<file path="src/rtl/pipe_ctrl_pkg.sv">
// Shared definitions for the pipeline hazard/stall controller:
// state encoding, default depths and a counter-width helper.
package pipe_ctrl_pkg;

  localparam int DEF_PIPE_DEPTH   = 3;
  localparam int DEF_FLUSH_CYCLES = 1;

  typedef enum logic [1:0] {
    ST_RUN     = 2'd0,
    ST_STALL   = 2'd1,
    ST_MEMWAIT = 2'd2,
    ST_FLUSH   = 2'd3
  } state_t;

  // Bits needed to hold 0..max inclusive (never less than one bit).
  function automatic int cnt_width(input int max);
    return (max < 1) ? 1 : $clog2(max + 1);
  endfunction

endpackage

</file>
<file path="src/rtl/pipe_scoreboard.sv">
// Per-register in-flight write tracker for x1..x31. Each register has a
// saturating counter bumped on an issued write and dropped on writeback;
// x0 is never tracked. A writeback against an empty counter holds at zero.
module pipe_scoreboard
  import pipe_ctrl_pkg::*;
#(
  parameter int PIPE_DEPTH = DEF_PIPE_DEPTH
) (
  input  logic       clk,
  input  logic       rst,
  input  logic       issue_we,
  input  logic [4:0] rd,
  input  logic       wb_valid,
  input  logic [4:0] wb_rd,
  input  logic [4:0] rs1,
  input  logic [4:0] rs2,
  output logic       rs1_busy,
  output logic       rs2_busy
);

  localparam int CW = cnt_width(PIPE_DEPTH);
  localparam logic [CW-1:0] CMAX = CW'(PIPE_DEPTH);

  logic [CW-1:0] cnt [32];
  logic [31:0]   inc_vec;
  logic [31:0]   dec_vec;

  // One-hot increment/decrement requests; x0 requests are dropped here.
  always_comb begin
    inc_vec = '0;
    dec_vec = '0;
    if (issue_we && (rd != 5'd0)) inc_vec[rd] = 1'b1;
    if (wb_valid && (wb_rd != 5'd0)) dec_vec[wb_rd] = 1'b1;
  end

  // Counter update; a same-cycle inc and dec of one register cancel.
  always_ff @(posedge clk or posedge rst) begin
    if (rst) begin
      for (int r = 0; r < 32; r++) cnt[r] <= '0;
    end else begin
      for (int r = 0; r < 32; r++) begin
        if (inc_vec[r] && !dec_vec[r] && (cnt[r] != CMAX))
          cnt[r] <= cnt[r] + 1'b1;
        else if (dec_vec[r] && !inc_vec[r] && (cnt[r] != '0))
          cnt[r] <= cnt[r] - 1'b1;
      end
    end
  end

  // Busy lookup comes only from registered counts, so no loop through issue.
  always_comb begin
    rs1_busy = (rs1 != 5'd0) && (cnt[rs1] != '0);
    rs2_busy = (rs2 != 5'd0) && (cnt[rs2] != '0);
  end

endmodule

</file>
<file path="src/rtl/pipe_ctrl.sv">
// Pipeline control FSM: decode/execute enables, bubble and flush signals,
// hazard detection and a saturating stall-cycle counter.
// Build option: define FORWARDING_EN for load-use-only hazards; otherwise
// decode waits for writeback of every in-flight source register.
//
// state   | meaning
// RUN     | normal flow
// STALL   | decode held by a data hazard
// MEMWAIT | data memory busy, execute frozen; redirects are remembered
// FLUSH   | redirect taken, bubbles injected for FLUSH_CYCLES cycles
module pipe_ctrl
  import pipe_ctrl_pkg::*;
#(
  parameter int PIPE_DEPTH   = DEF_PIPE_DEPTH,
  parameter int FLUSH_CYCLES = DEF_FLUSH_CYCLES
) (
  input  logic        i_CLK,
  input  logic        i_RST,
  input  logic        i_INSTRUCTION_VALID,
  input  logic [4:0]  i_RS1_PTR,
  input  logic [4:0]  i_RS2_PTR,
  input  logic        i_RS1_USED,
  input  logic        i_RS2_USED,
  input  logic [4:0]  i_RD_PTR,
  input  logic        i_REG_WE,
  input  logic        i_IS_LOAD,
  input  logic        i_WB_VALID,
  input  logic [4:0]  i_WB_RD_PTR,
  input  logic        i_MEM_BUSY,
  input  logic        i_REDIRECT,
  output logic        o_DECODE_EN,
  output logic        o_EXECUTE_EN,
  output logic        o_BUBBLE,
  output logic        o_FLUSH,
  output logic [1:0]  o_STATE,
  output logic [31:0] o_STALL_CNT
);

  localparam int FW = cnt_width(FLUSH_CYCLES);
  localparam logic [FW-1:0] FLUSH_LOAD = FW'(FLUSH_CYCLES);

  state_t        state, state_nxt;
  logic          redir_lat, redir_lat_nxt;
  logic [FW-1:0] flush_cnt, flush_cnt_nxt;
  logic [31:0]   stall_cnt;
  logic          hazard, issue, decode_en, execute_en, bubble;
  logic          rs1_busy, rs2_busy;

  pipe_scoreboard #(.PIPE_DEPTH(PIPE_DEPTH)) u_sb (
    .clk      (i_CLK),
    .rst      (i_RST),
    .issue_we (issue & i_REG_WE),
    .rd       (i_RD_PTR),
    .wb_valid (i_WB_VALID),
    .wb_rd    (i_WB_RD_PTR),
    .rs1      (i_RS1_PTR),
    .rs2      (i_RS2_PTR),
    .rs1_busy (rs1_busy),
    .rs2_busy (rs2_busy)
  );

`ifdef FORWARDING_EN
  logic       ld_valid;
  logic [4:0] ld_rd;
  logic       unused_busy;

  assign unused_busy = rs1_busy ^ rs2_busy;

  // Load-use only: everything else is covered by forwarding paths.
  always_comb begin
    hazard = i_INSTRUCTION_VALID && ld_valid && (ld_rd != 5'd0) &&
             ((i_RS1_USED && (i_RS1_PTR == ld_rd)) ||
              (i_RS2_USED && (i_RS2_PTR == ld_rd)));
  end

  // Remember whether the last issued instruction was a load; a bubble means
  // the load has moved on far enough to forward from.
  always_ff @(posedge i_CLK or posedge i_RST) begin
    if (i_RST) begin
      ld_valid <= 1'b0;
      ld_rd    <= 5'd0;
    end else if (issue) begin
      ld_valid <= i_IS_LOAD & i_REG_WE;
      ld_rd    <= i_RD_PTR;
    end else if (bubble) begin
      ld_valid <= 1'b0;
    end
  end
`else
  logic unused_load;

  assign unused_load = i_IS_LOAD;

  // Without forwarding any source with a pending write blocks decode.
  always_comb begin
    hazard = i_INSTRUCTION_VALID &&
             ((i_RS1_USED && rs1_busy) || (i_RS2_USED && rs2_busy));
  end
`endif

  // State, redirect latch and flush counter registers.
  always_ff @(posedge i_CLK or posedge i_RST) begin
    if (i_RST) begin
      state     <= ST_RUN;
      redir_lat <= 1'b0;
      flush_cnt <= '0;
    end else begin
      state     <= state_nxt;
      redir_lat <= redir_lat_nxt;
      flush_cnt <= flush_cnt_nxt;
    end
  end

  // Next-state and output decode; redirect beats mem_busy beats hazard.
  always_comb begin
    state_nxt     = state;
    redir_lat_nxt = redir_lat;
    flush_cnt_nxt = flush_cnt;
    unique case (state)
      ST_RUN, ST_STALL: begin
        if (i_REDIRECT) begin
          state_nxt     = ST_FLUSH;
          flush_cnt_nxt = FLUSH_LOAD;
        end else if (i_MEM_BUSY) begin
          state_nxt = ST_MEMWAIT;
        end else if (hazard) begin
          state_nxt = ST_STALL;
        end else begin
          state_nxt = ST_RUN;
        end
      end
      ST_MEMWAIT: begin
        if (!i_MEM_BUSY) begin
          redir_lat_nxt = 1'b0;
          if (redir_lat || i_REDIRECT) begin
            state_nxt     = ST_FLUSH;
            flush_cnt_nxt = FLUSH_LOAD;
          end else begin
            state_nxt = ST_RUN;
          end
        end else if (i_REDIRECT) begin
          redir_lat_nxt = 1'b1;
        end
      end
      ST_FLUSH: begin
        if (i_REDIRECT) begin
          flush_cnt_nxt = FLUSH_LOAD;
        end else if (flush_cnt <= FW'(1)) begin
          state_nxt     = ST_RUN;
          flush_cnt_nxt = '0;
        end else begin
          flush_cnt_nxt = flush_cnt - 1'b1;
        end
      end
      default: state_nxt = ST_RUN;
    endcase

    decode_en  = ((state == ST_RUN) || (state == ST_STALL)) &&
                 !hazard && !i_MEM_BUSY && !i_REDIRECT;
    execute_en = !i_MEM_BUSY && (state != ST_MEMWAIT);
    issue      = i_INSTRUCTION_VALID && decode_en;
    bubble     = execute_en && !issue;
  end

  // Stall-cycle performance counter, saturating at all-ones.
  always_ff @(posedge i_CLK or posedge i_RST) begin
    if (i_RST)
      stall_cnt <= '0;
    else if (i_INSTRUCTION_VALID && !decode_en && (stall_cnt != '1))
      stall_cnt <= stall_cnt + 32'd1;
  end

  assign o_DECODE_EN  = decode_en;
  assign o_EXECUTE_EN = execute_en;
  assign o_BUBBLE     = bubble;
  assign o_FLUSH      = (state == ST_FLUSH) || i_REDIRECT;
  assign o_STATE      = state;
  assign o_STALL_CNT  = stall_cnt;

endmodule

</file>
<file path="config.mk">
export PLATFORM = sky130hd
export DESIGN_NAME = pipe_ctrl
export DESIGN_NICKNAME = d
export VERILOG_FILES = /design/src/rtl/pipe_ctrl_pkg.sv /design/src/rtl/pipe_scoreboard.sv /design/src/rtl/pipe_ctrl.sv
export SDC_FILE = /design/constraint.sdc
export NUM_CORES = 1
export LEC_CHECK = 0
export CORE_MARGIN = 8
export CORE_UTILIZATION = 45
export DETAILED_ROUTE_END_ITERATION = 16
export PLACE_DENSITY = 0.69
export SLEW_MARGIN = 20
export SYNTH_ARGS = -nofsm -noshare
export SYNTH_HDL_FRONTEND = slang
export SYNTH_SLANG_ARGS = --single-unit
export TNS_END_PERCENT = 20
</file>
<file path="constraint.sdc">
create_clock -name i_CLK -period 5.8 [get_ports i_CLK]
set_input_delay 0.58 -clock i_CLK [delete_from_list [all_inputs] [get_ports i_CLK]]
set_output_delay 0.58 -clock i_CLK [all_outputs]
set_load 0.01 [all_outputs]
</file>
; Yosys cells after proc, flatten, opt, wreduce, memory -nomap -nowiden
; Index checks and enable logic that the tools add are counted.
[classes]
bitwise_logic = 3
mux = 91
add_sub_neg = 66
eq_ne = 43
n_lt_le_gt_ge = 7
reduce_logical = 293
[ops]
columns = op, n
row1 = two-way mux 2 bit, 74
row2 = logical AND 1 bit, 145
row3 = nonzero test 2 bit, 66
row4 = inequality test 2 bit (second input constant), 38
row5 = zero test 1 bit, 69
row6 = adder 2 x 1 -> 2 bit (second input constant), 32
row7 = two-way mux 32 bit, 2
row8 = subtractor 2 x 1 -> 2 bit (second input constant), 32
row9 = adder 32 x 1 -> 32 bit (second input constant), 1
row10 = inequality test 32 bit (second input constant), 1
row11 = binary-select mux 2 bit (select 5 bit), 2
row12 = nonzero test 5 bit, 4
row13 = >= comparator 6 bit (second input constant), 2
row14 = < comparator 5 x 6 -> 1 bit (second input constant), 2
row15 = NOT 5 -> 6 bit, 2
row16 = demux 1 bit (select 5 bit), 2
row17 = >= comparator 5 x 1 -> 1 bit (second input constant), 2
row18 = two-way mux 1 bit, 9
row19 = case mux 2 bit (3 select lines), 1
row20 = AND reduction 3 bit, 2
row21 = == test 2 bit (second input constant), 2
row22 = logical OR 1 bit, 4
row23 = case mux 1 bit (3 select lines), 1
row24 = == test 2 x 1 -> 1 bit (second input constant), 1
row25 = 7 further kinds, 7
[word_totals]
out_inout_bits = 38
word_cells = 539
regBits = 100

; Logic depth before layout (Yosys ltp)
; Gate-level depths: netlist of the first run.
[depth]
word_depth = 22
mapped_depth = 13

; Cells and area by module
; Synthesis of the first run repeated with hierarchy kept, for this count alone.
[hier_totals]
hier_cells = 686
hier_area_um2 = 6178.4
[modules_own_cells]
columns = mod, cells_per_inst, n_inst, area_per_inst_um2
row1 = pipe_scoreboard, 511, 1, 4356.7
row2 = pipe_ctrl, 175, 1, 1821.7

; Least setup slack after synthesis of the first run
; Ideal clock, no wire load.
[synth_path]
path_kind = input port to output port
start = in i_RS1_PTR[2]
end = out o_BUBBLE
setup_slack_ns = 3.071
stages = 8
arrival_time_ns = 2.149
path_cell_list = clkbuf_1 > nand2b_1 > o22ai_1 > o32ai_1 > o311ai_1 > a31oi_4 > nor2b_1 > a21boi_0
[synth_between]
elab_chain_len = 16
word_cells_on_any_way = 17
[synth_lines]
columns = element, line_no
row1 = start: declaration, pipe_ctrl.sv:20  ; input logic [4:0] i_RS1_PTR,
row2 = NOT 5 -> 6 bit (not written as such), pipe_scoreboard.sv:52  ; rs1_busy = (rs1 != 5'd0) && (cnt[rs1] != '0);
row3 = binary-select mux 2 bit (select 5 bit), pipe_scoreboard.sv:52
row4 = two-way mux 2 bit (not written as such) (2 in a row), pipe_scoreboard.sv:52
row5 = nonzero test 2 bit, pipe_scoreboard.sv:52
row6 = logical AND 1 bit *, pipe_scoreboard.sv:52
row7 = logical AND 1 bit *, pipe_ctrl.sv:97  ; ((i_RS1_USED && rs1_busy) || (i_RS2_USED && rs2_busy));
row8 = logical OR 1 bit *, pipe_ctrl.sv:97
row9 = logical AND 1 bit *, pipe_ctrl.sv:96  ; hazard = i_INSTRUCTION_VALID &&
row10 = zero test 1 bit *, pipe_ctrl.sv:159  ; !hazard && !i_MEM_BUSY && !i_REDIRECT;
row11 = logical AND 1 bit *, pipe_ctrl.sv:158  ; decode_en = ((state == ST_RUN) || (state == ST_STALL)) &&
row12 = logical AND 1 bit * (2 in a row), pipe_ctrl.sv:159
row13 = logical AND 1 bit *, pipe_ctrl.sv:161  ; issue = i_INSTRUCTION_VALID && decode_en;
row14 = zero test 1 bit *, pipe_ctrl.sv:162  ; bubble = execute_en && !issue;
row15 = logical AND 1 bit *, pipe_ctrl.sv:162
row16 = end: declaration, pipe_ctrl.sv:33  ; output logic o_BUBBLE,
; Mark *: on every way between the ends. The rest lies on a longest branch, timed or not. The select of a mux whose other input is x is not followed.

; Worst setup path after layout of the first run
[layout_path]
start = in i_RS1_PTR[0]
end = out o_DECODE_EN
[layout_between]
elab_chain_len = 13
word_cells_on_any_way = 14
[layout_lines]
columns = element, line_no
row1 = NOT 5 -> 6 bit (not written as such), pipe_scoreboard.sv:52
row2 = binary-select mux 2 bit (select 5 bit), pipe_scoreboard.sv:52
row3 = two-way mux 2 bit (not written as such) (2 in a row), pipe_scoreboard.sv:52
row4 = nonzero test 2 bit, pipe_scoreboard.sv:52
row5 = logical AND 1 bit *, pipe_scoreboard.sv:52
row6 = logical AND 1 bit *, pipe_ctrl.sv:97
row7 = logical OR 1 bit *, pipe_ctrl.sv:97
row8 = logical AND 1 bit *, pipe_ctrl.sv:96
row9 = zero test 1 bit *, pipe_ctrl.sv:159
row10 = logical AND 1 bit *, pipe_ctrl.sv:158
row11 = logical AND 1 bit * (2 in a row), pipe_ctrl.sv:159
row12 = end: declaration, pipe_ctrl.sv:31  ; output logic o_DECODE_EN,
; Marked as above.

==> impl_metrics.json, run 1 <==
{
  "holdPathEnd": "o_STALL_CNT[29]",
  "grt_antenna_before_repair": 0,
  "grtUsageTotal_pct": 21.0,
  "ff2ff_setup_slack_ns": 2.53,
  "n_antenna_cell": 0,
  "setup_violations": 0,
  "syn_inst": 771,
  "globalRouteOverflowTotal": 0,
  "cts_resized": 0,
  "setup_tns_ns": 0,
  "reg2reg_to": "u_sb.cnt[50]",
  "hp-start": "o_STALL_CNT[29]",
  "r2r-start": "u_sb.cnt[4]",
  "synth.avg_cell_area_sq_um": 8.23,
  "cts_sinks": 97,
  "synth-simple-area-share_pct": 30.7,
  "start_kind": "input port",
  "synth_cell_type_count": 65,
  "synth_top_family_by_area": "simple AND/OR/NAND/NOR gates",
  "die_h_microns": 135,
  "synth_edf_count": 0,
  "cts_hold_buf": 0,
  "cts_buffers": 9,
  "cts_setup_buffers": 0,
  "p_leak_uw": 0.00308,
  "grt_pass1_wl_microns": 30800,
  "place_ws_ns": 1.38,
  "yosys-top-cells-area": "dfrtp_1 (38%), nor3_1 (5.1%), nand2_1 (4.4%)",
  "synth_top_cell_area_share_pct": 38.3,
  "start_util_pct": 45.9,
  "synthMuxAreaShare_pct": 3.10,
  "maxSlewHeadroom_pct": 34.1,
  "cp_max_fo": 24,
  "synth_top_area_cell": "dfrtp_1",
  "drive_gt1_share_pct": 4.98,
  "synth_xor_area_share_pct": 4.28,
  "antenna_left": 0,
  "avgRoutedWirePerCell_microns": 18.6,
  "status": "complete, no violations",
  "path_class": "in -> out",
  "synthArstFlopShare_pct": 100,
  "drtIter0Drc": 488,
  "peakVddDrop_mv": 0.174,
  "whs_path_depth": 1,
  "hold_violations": 0,
  "grt_max_degree": 51,
  "seq_area_frac_synth_pct": 38.3,
  "num_vias": 6205,
  "nets": 849,
  "hpwlAfterDp_microns": 13400,
  "syn_area_sq_um": 6340,
  "drc": 0,
  "clk_latency_ns": 0.37,
  "core_sq_um": 13800,
  "wl_microns": 18700,
  "maxCapViolCount": 0,
  "cts_tree": "yes",
  "rsz0062_at_grt": "no",
  "syn2layout_area_growth_pct": 16.1,
  "hp-class": "reg -> reg",
  "first_pass_iters": 5,
  "io_buffer_count": 66,
  "synth-compound-area-share_pct": 18.7,
  "first_global_vias": 6152,
  "synth_top_flop_cell": "dfrtp_1",
  "gp_congestion": 0.858,
  "vias_per_cell": 6.19,
  "htree_levels": 3,
  "clockBufferDepth": 2,
  "synth_nets": 802,
  "drv_slew": 0,
  "p_per_area_nw_per_um2": 245,
  "die_w_microns": 135,
  "cts.clk_slew.worst_paths_ns": 0.08,
  "yosys_register_bits": 97,
  "fp.dieArea_sq_um": 18100,
  "timing.final.crit_period_ns": 4.44,
  "worst_slew_pin_slew_ns": 0.986,
  "critical_path_arrival_ns": 3.86,
  "row_count": 43,
  "critPathCaptureType": "primary output",
  "clock-skew-final_ns": 0.0133,
  "synth_warnings": 0,
  "synth_fa_ha_area_share_pct": 0.197,
  "fin_ws_ns": 1.36,
  "period_share_pct": 76.5,
  "root_buffer": "clkbuf_16",
  "ios": 68,
  "nFillCells": 1298,
  "fmax_mhz": 225,
  "required_ns": 5.22,
  "reg2regPathDepth": 9
}
layout make-up:
| cell class | count | area, sq um | share of cell area, % |
|---|---|---|---|
| multi-input combinational | 611 | 3610 | 49.0 |
| sequential | 97 | 2430 | 33.0 |
| timing repair buffer | 68 | 676 | 9.18 |
| clock buffer | 9 | 225 | 3.06 |
| tap | 180 | 225 | 3.06 |
| inverter | 31 | 119 | 1.61 |
| clock inverter | 7 | 78.8 | 1.07 |
how the worst max path moves through the flow:
stage | start | endpoint | cells past startpoint
3_3_place_gp | i_RS1_PTR[0] | o_DECODE_EN | 9
6_report | i_RS1_PTR[0] | o_DECODE_EN | 9
2_1_floorplan | i_RST | o_STALL_CNT[0] | 1
3_5_place_dp | i_RS1_PTR[0] | u_sb.cnt[54] | 9
5_1_grt | i_RS1_PTR[0] | o_DECODE_EN | 9
4_1_cts | i_RS1_PTR[0] | o_DECODE_EN | 9
sequential cells by signal (all words and copies together), names as in the netlist:
register and flops:
redir_lat 1, o_STALL_CNT 32, o_STATE 2, u_sb.cnt 62
power breakdown:
part	switching [uW]	internal (uW)	leakage (uW)
clock	315	309	0.000150
combinational	201	154	0.00169
sequential	85.3	741	0.00124
layer usage:
metal  share of wire (%)  vias up  track usage, %  wire [microns]
met4                 2.4        0            9.36             453
met3                 6.8       39            4.53            1280
li1                    -     2915               -               -
met5                   0        -               0               0
met1                  41     3032            25.5            7620
met2                  50      219            34.9            9340
worst max-delay path, cell delays in order:
cell	delay, ns
clkdlybuf4s50_1	0.92
nor3_1	0.38
a21oi_1	0.10
mux4_2	0.54
mux2i_1	0.14
o22ai_1	0.17
nand2b_1	0.25
a21oi_1	0.20
clkdlybuf4s50_1	0.56
cell families (layout without fill, tap and decap cells):
family          after synthesis  in the layout
simple gates                376            376
flops                        97             97
xor+xnor                     31             31
buf+inv                      63            115
compound gates              190            190
mux                          13             13
fa+ha+maj                     1              1
layout by cell type (no fill, tap or decap), types with 5 or more instances in the layout:
| master | n |
|---|---|
| mux4_2 | 5 |
| nor2_1 | 68 |
| nand2b_1 | 14 |
| nand4_1 | 18 |
| nand3_1 | 41 |
| clkdlybuf4s50_1 | 66 |
| o21ai_0 | 54 |
| and3b_1 | 5 |
| o21ai_1 | 8 |
| xor2_1 | 6 |
| and2_1 | 5 |
| xnor2_1 | 25 |
| inv_1 | 30 |
| a211oi_1 | 13 |
| a21oi_1 | 52 |
| nor4_1 | 10 |
| and3_1 | 32 |
| a21o_1 | 5 |
| mux2i_1 | 5 |
| clkbuf_16 | 9 |
| a31oi_1 | 10 |
| dfrtp_1 | 97 |
| nand2_1 | 75 |
| or4_1 | 9 |
| o21a_1 | 7 |
| nor3_1 | 64 |
| nor2b_1 | 8 |
| nor3b_1 | 5 |
synthesized netlist by cell type, types with 6 or more instances:
cell type  number
buf_4           6
a211oi_1       13
o21ai_0        54
buf_2           6
nor4_1         10
nand2_1        75
nand3_1        41
and3_1         32
xnor2_1        25
nor3_1         64
nor2b_1         8
or4_1           9
xor2_1          6
o21a_1          7
nor2_1         68
inv_1          31
clkbuf_1       13
a21oi_1        52
dfrtp_1        97
a31oi_1        10
o21ai_1         8
nand2b_1       14
nand4_1        18
through the flow:
stage	instances	instance area, sq um	power (uW)	hold slack (ns)	utilization [%]
floorplan	771	6340	1030	0.461	-
finish	1003	7360	1810	0.490	53.2
CTS	1003	7360	1820	0.497	53.2
global route	1003	7360	1890	0.514	53.2
detailed placement	987	7060	1190	0.479	51.0
global placement	987	7060	1170	0.476	51.0
(Power assumes the default switching activity.)
==> run 2: changes to the inputs <==
==> constraint.sdc (replaced) <==
create_clock -name i_CLK -period 4.3 [get_ports i_CLK]
set_input_delay 0.43 -clock i_CLK [delete_from_list [all_inputs] [get_ports i_CLK]]
set_output_delay 0.43 -clock i_CLK [all_outputs]
set_load 0.01 [all_outputs]
==> impl_metrics.json, run 2 (synthesis results as in run 1) <==
{
  "status": "complete, no violations",
  "io_buffer_count": 66,
  "cts_hold_buf": 0,
  "fp.dieArea_sq_um": 18100,
  "timing.final.crit_period_ns": 3.98,
  "drtIter0Drc": 499,
  "reg2regPathDepth": 10,
  "setup_violations": 0,
  "cts_setup_buffers": 0,
  "fmax_mhz": 252,
  "antenna_left": 0,
  "critical_path_arrival_ns": 3.55,
  "ios": 68,
  "clock-skew-final_ns": 0.0112,
  "drv_slew": 0,
  "grt_max_degree": 77,
  "layout_common_cells": "dfrtp_1 (97), nand2_1 (75), nor2_1 (68), clkdlybuf4s50_1 (66), nor3_1 (64)",
  "ff2ff_setup_slack_ns": 1.08,
  "rsz0062_at_grt": "no",
  "hp-start": "o_STALL_CNT[15]",
  "drive_gt1_share_pct": 5.90,
  "cts.clk_slew.worst_paths_ns": 0.08,
  "start_kind": "input port",
  "switchingPower_uw": 801,
  "core_sq_um": 13800,
  "hold_violations": 0,
  "grt_antenna_before_repair": 0,
  "required_ns": 3.87,
  "gp_congestion": 0.939,
  "stdcell_area_sq_um": 7440,
  "p_comb_share_pct": 19.6,
  "n_antenna_cell": 0,
  "syn2layout_area_growth_pct": 17.2,
  "p_per_area_nw_per_um2": 334,
  "clockBufferDepth": 2,
  "largest-register": "u_sb.cnt",
  "wl_microns": 18700,
  "hp-class": "reg -> reg",
  "hpwlAfterDp_microns": 13300,
  "worst_slew_pin_slew_ns": 0.975,
  "vias_per_cell": 6.23,
  "pwr-share-clk_pct": 35.6,
  "htree_levels": 3,
  "whs_ns": 0.491,
  "place_inst": 995,
  "grtUsageTotal_pct": 20.9,
  "p_leak_uw": 0.00312,
  "clk_latency_ns": 0.36,
  "avgRoutedWirePerCell_microns": 18.5,
  "largest_reg_flops": 62,
  "globalRouteOverflowTotal": 0,
  "p_sw_share_pct": 32.2,
  "first_global_vias": 6195,
  "first_pass_iters": 5,
  "nets": 857,
  "holdPathEnd": "o_STALL_CNT[15]",
  "final_cell_count_no_fill": 1011,
  "row_count": 43,
  "die_h_microns": 135,
  "cts_tree": "yes",
  "place_area_sq_um": 7120,
  "final_common_cell": "dfrtp_1",
  "drc": 0,
  "die_w_microns": 135,
  "cp_max_fo": 14,
  "utilization_pct": 53.8,
  "root_buffer": "clkbuf_16",
  "cts_sinks": 97,
  "path_class": "in -> out",
  "maxCapViolCount": 0,
  "reg2reg_to": "u_sb.cnt[58]",
  "critPathCaptureType": "primary output",
  "start_util_pct": 45.9,
  "period_share_pct": 92.5,
  "p_seq_share_pct": 44.8,
  "setup_tns_ns": 0,
  "maxSlewHeadroom_pct": 35.0,
  "cts_buffers": 9,
  "p_int_uw": 1680,
  "cts_resized": 0,
  "whs_path_depth": 1,
  "r2r-start": "u_sb.cnt[34]",
  "grt_pass1_wl_microns": 30600,
  "peakVddDrop_mv": 0.290,
  "num_vias": 6295
}
[run 2: cell types whose count changed in the layout (fill, tap and decap cells not counted), sizes merged]
cell | previous run | this run
buf | 2 | 10
bufinv | 0 | 1
clkinv | 3 | 1
inv | 35 | 36
[run 2: worst max-delay path by stage]
stage	from	endpoint	slack, ns	cells after the start
floorplan	i_RST	o_STALL_CNT[0]	1.34	1
global placement	i_RS1_PTR[0]	o_BUBBLE	0.40	10
detailed placement	i_RS2_PTR[1]	u_sb.cnt[58]	0.41	11
CTS	i_RS1_PTR[0]	o_BUBBLE	0.40	10
global route	i_RS1_PTR[0]	o_BUBBLE	0.25	9
finish	i_RS2_PTR[1]	o_DECODE_EN	0.32	9
[run 2: final cells by class]
type                    count  area [sq um]
flip-flops and latches     97          2430
multi-input cells         611          3610
repair buffers             76           736
clock inverters             7          92.6
clock buffers               9           225
inverters                  31           119
well taps                 180           225
fillers                  1254          6390
[run 2: through the flow]
step	setup slack (ns)	total power, uW
6_report	0.324	2480
3_3_place_gp	0.395	1590
4_1_cts	0.398	2500
5_1_grt	0.250	2610
2_1_floorplan	1.34	1390
3_5_place_dp	0.410	1610
[run 2: power by group through the flow]
stage               Combinational [uW]  Sequential (uW)  Clock, uW
floorplan                          279             1120          0
global placement                   467             1120          0
detailed placement                 481             1130          0
CTS                                485             1110        901
global route                       537             1130        940
finish                             486             1110        884
[run 2: routing by layer]
layer  vias up  global-route usage [%]  routed length, microns
li1       2929                       -                       -
met1      3059                    25.8                    7830
met2       253                    34.9                    9060
met3        54                    4.05                    1280
met4         0                    8.98                     546
met5         -                       0                       0
[run 2: critical path: stages]
cell             delay (ns)
clkdlybuf4s50_1        0.84
nand2b_1               0.21
o211ai_1               0.08
o311ai_0               0.63
a211oi_2               0.11
a31oi_4                0.31
nand2b_1               0.17
a21oi_1                0.20
clkdlybuf4s50_1        0.56
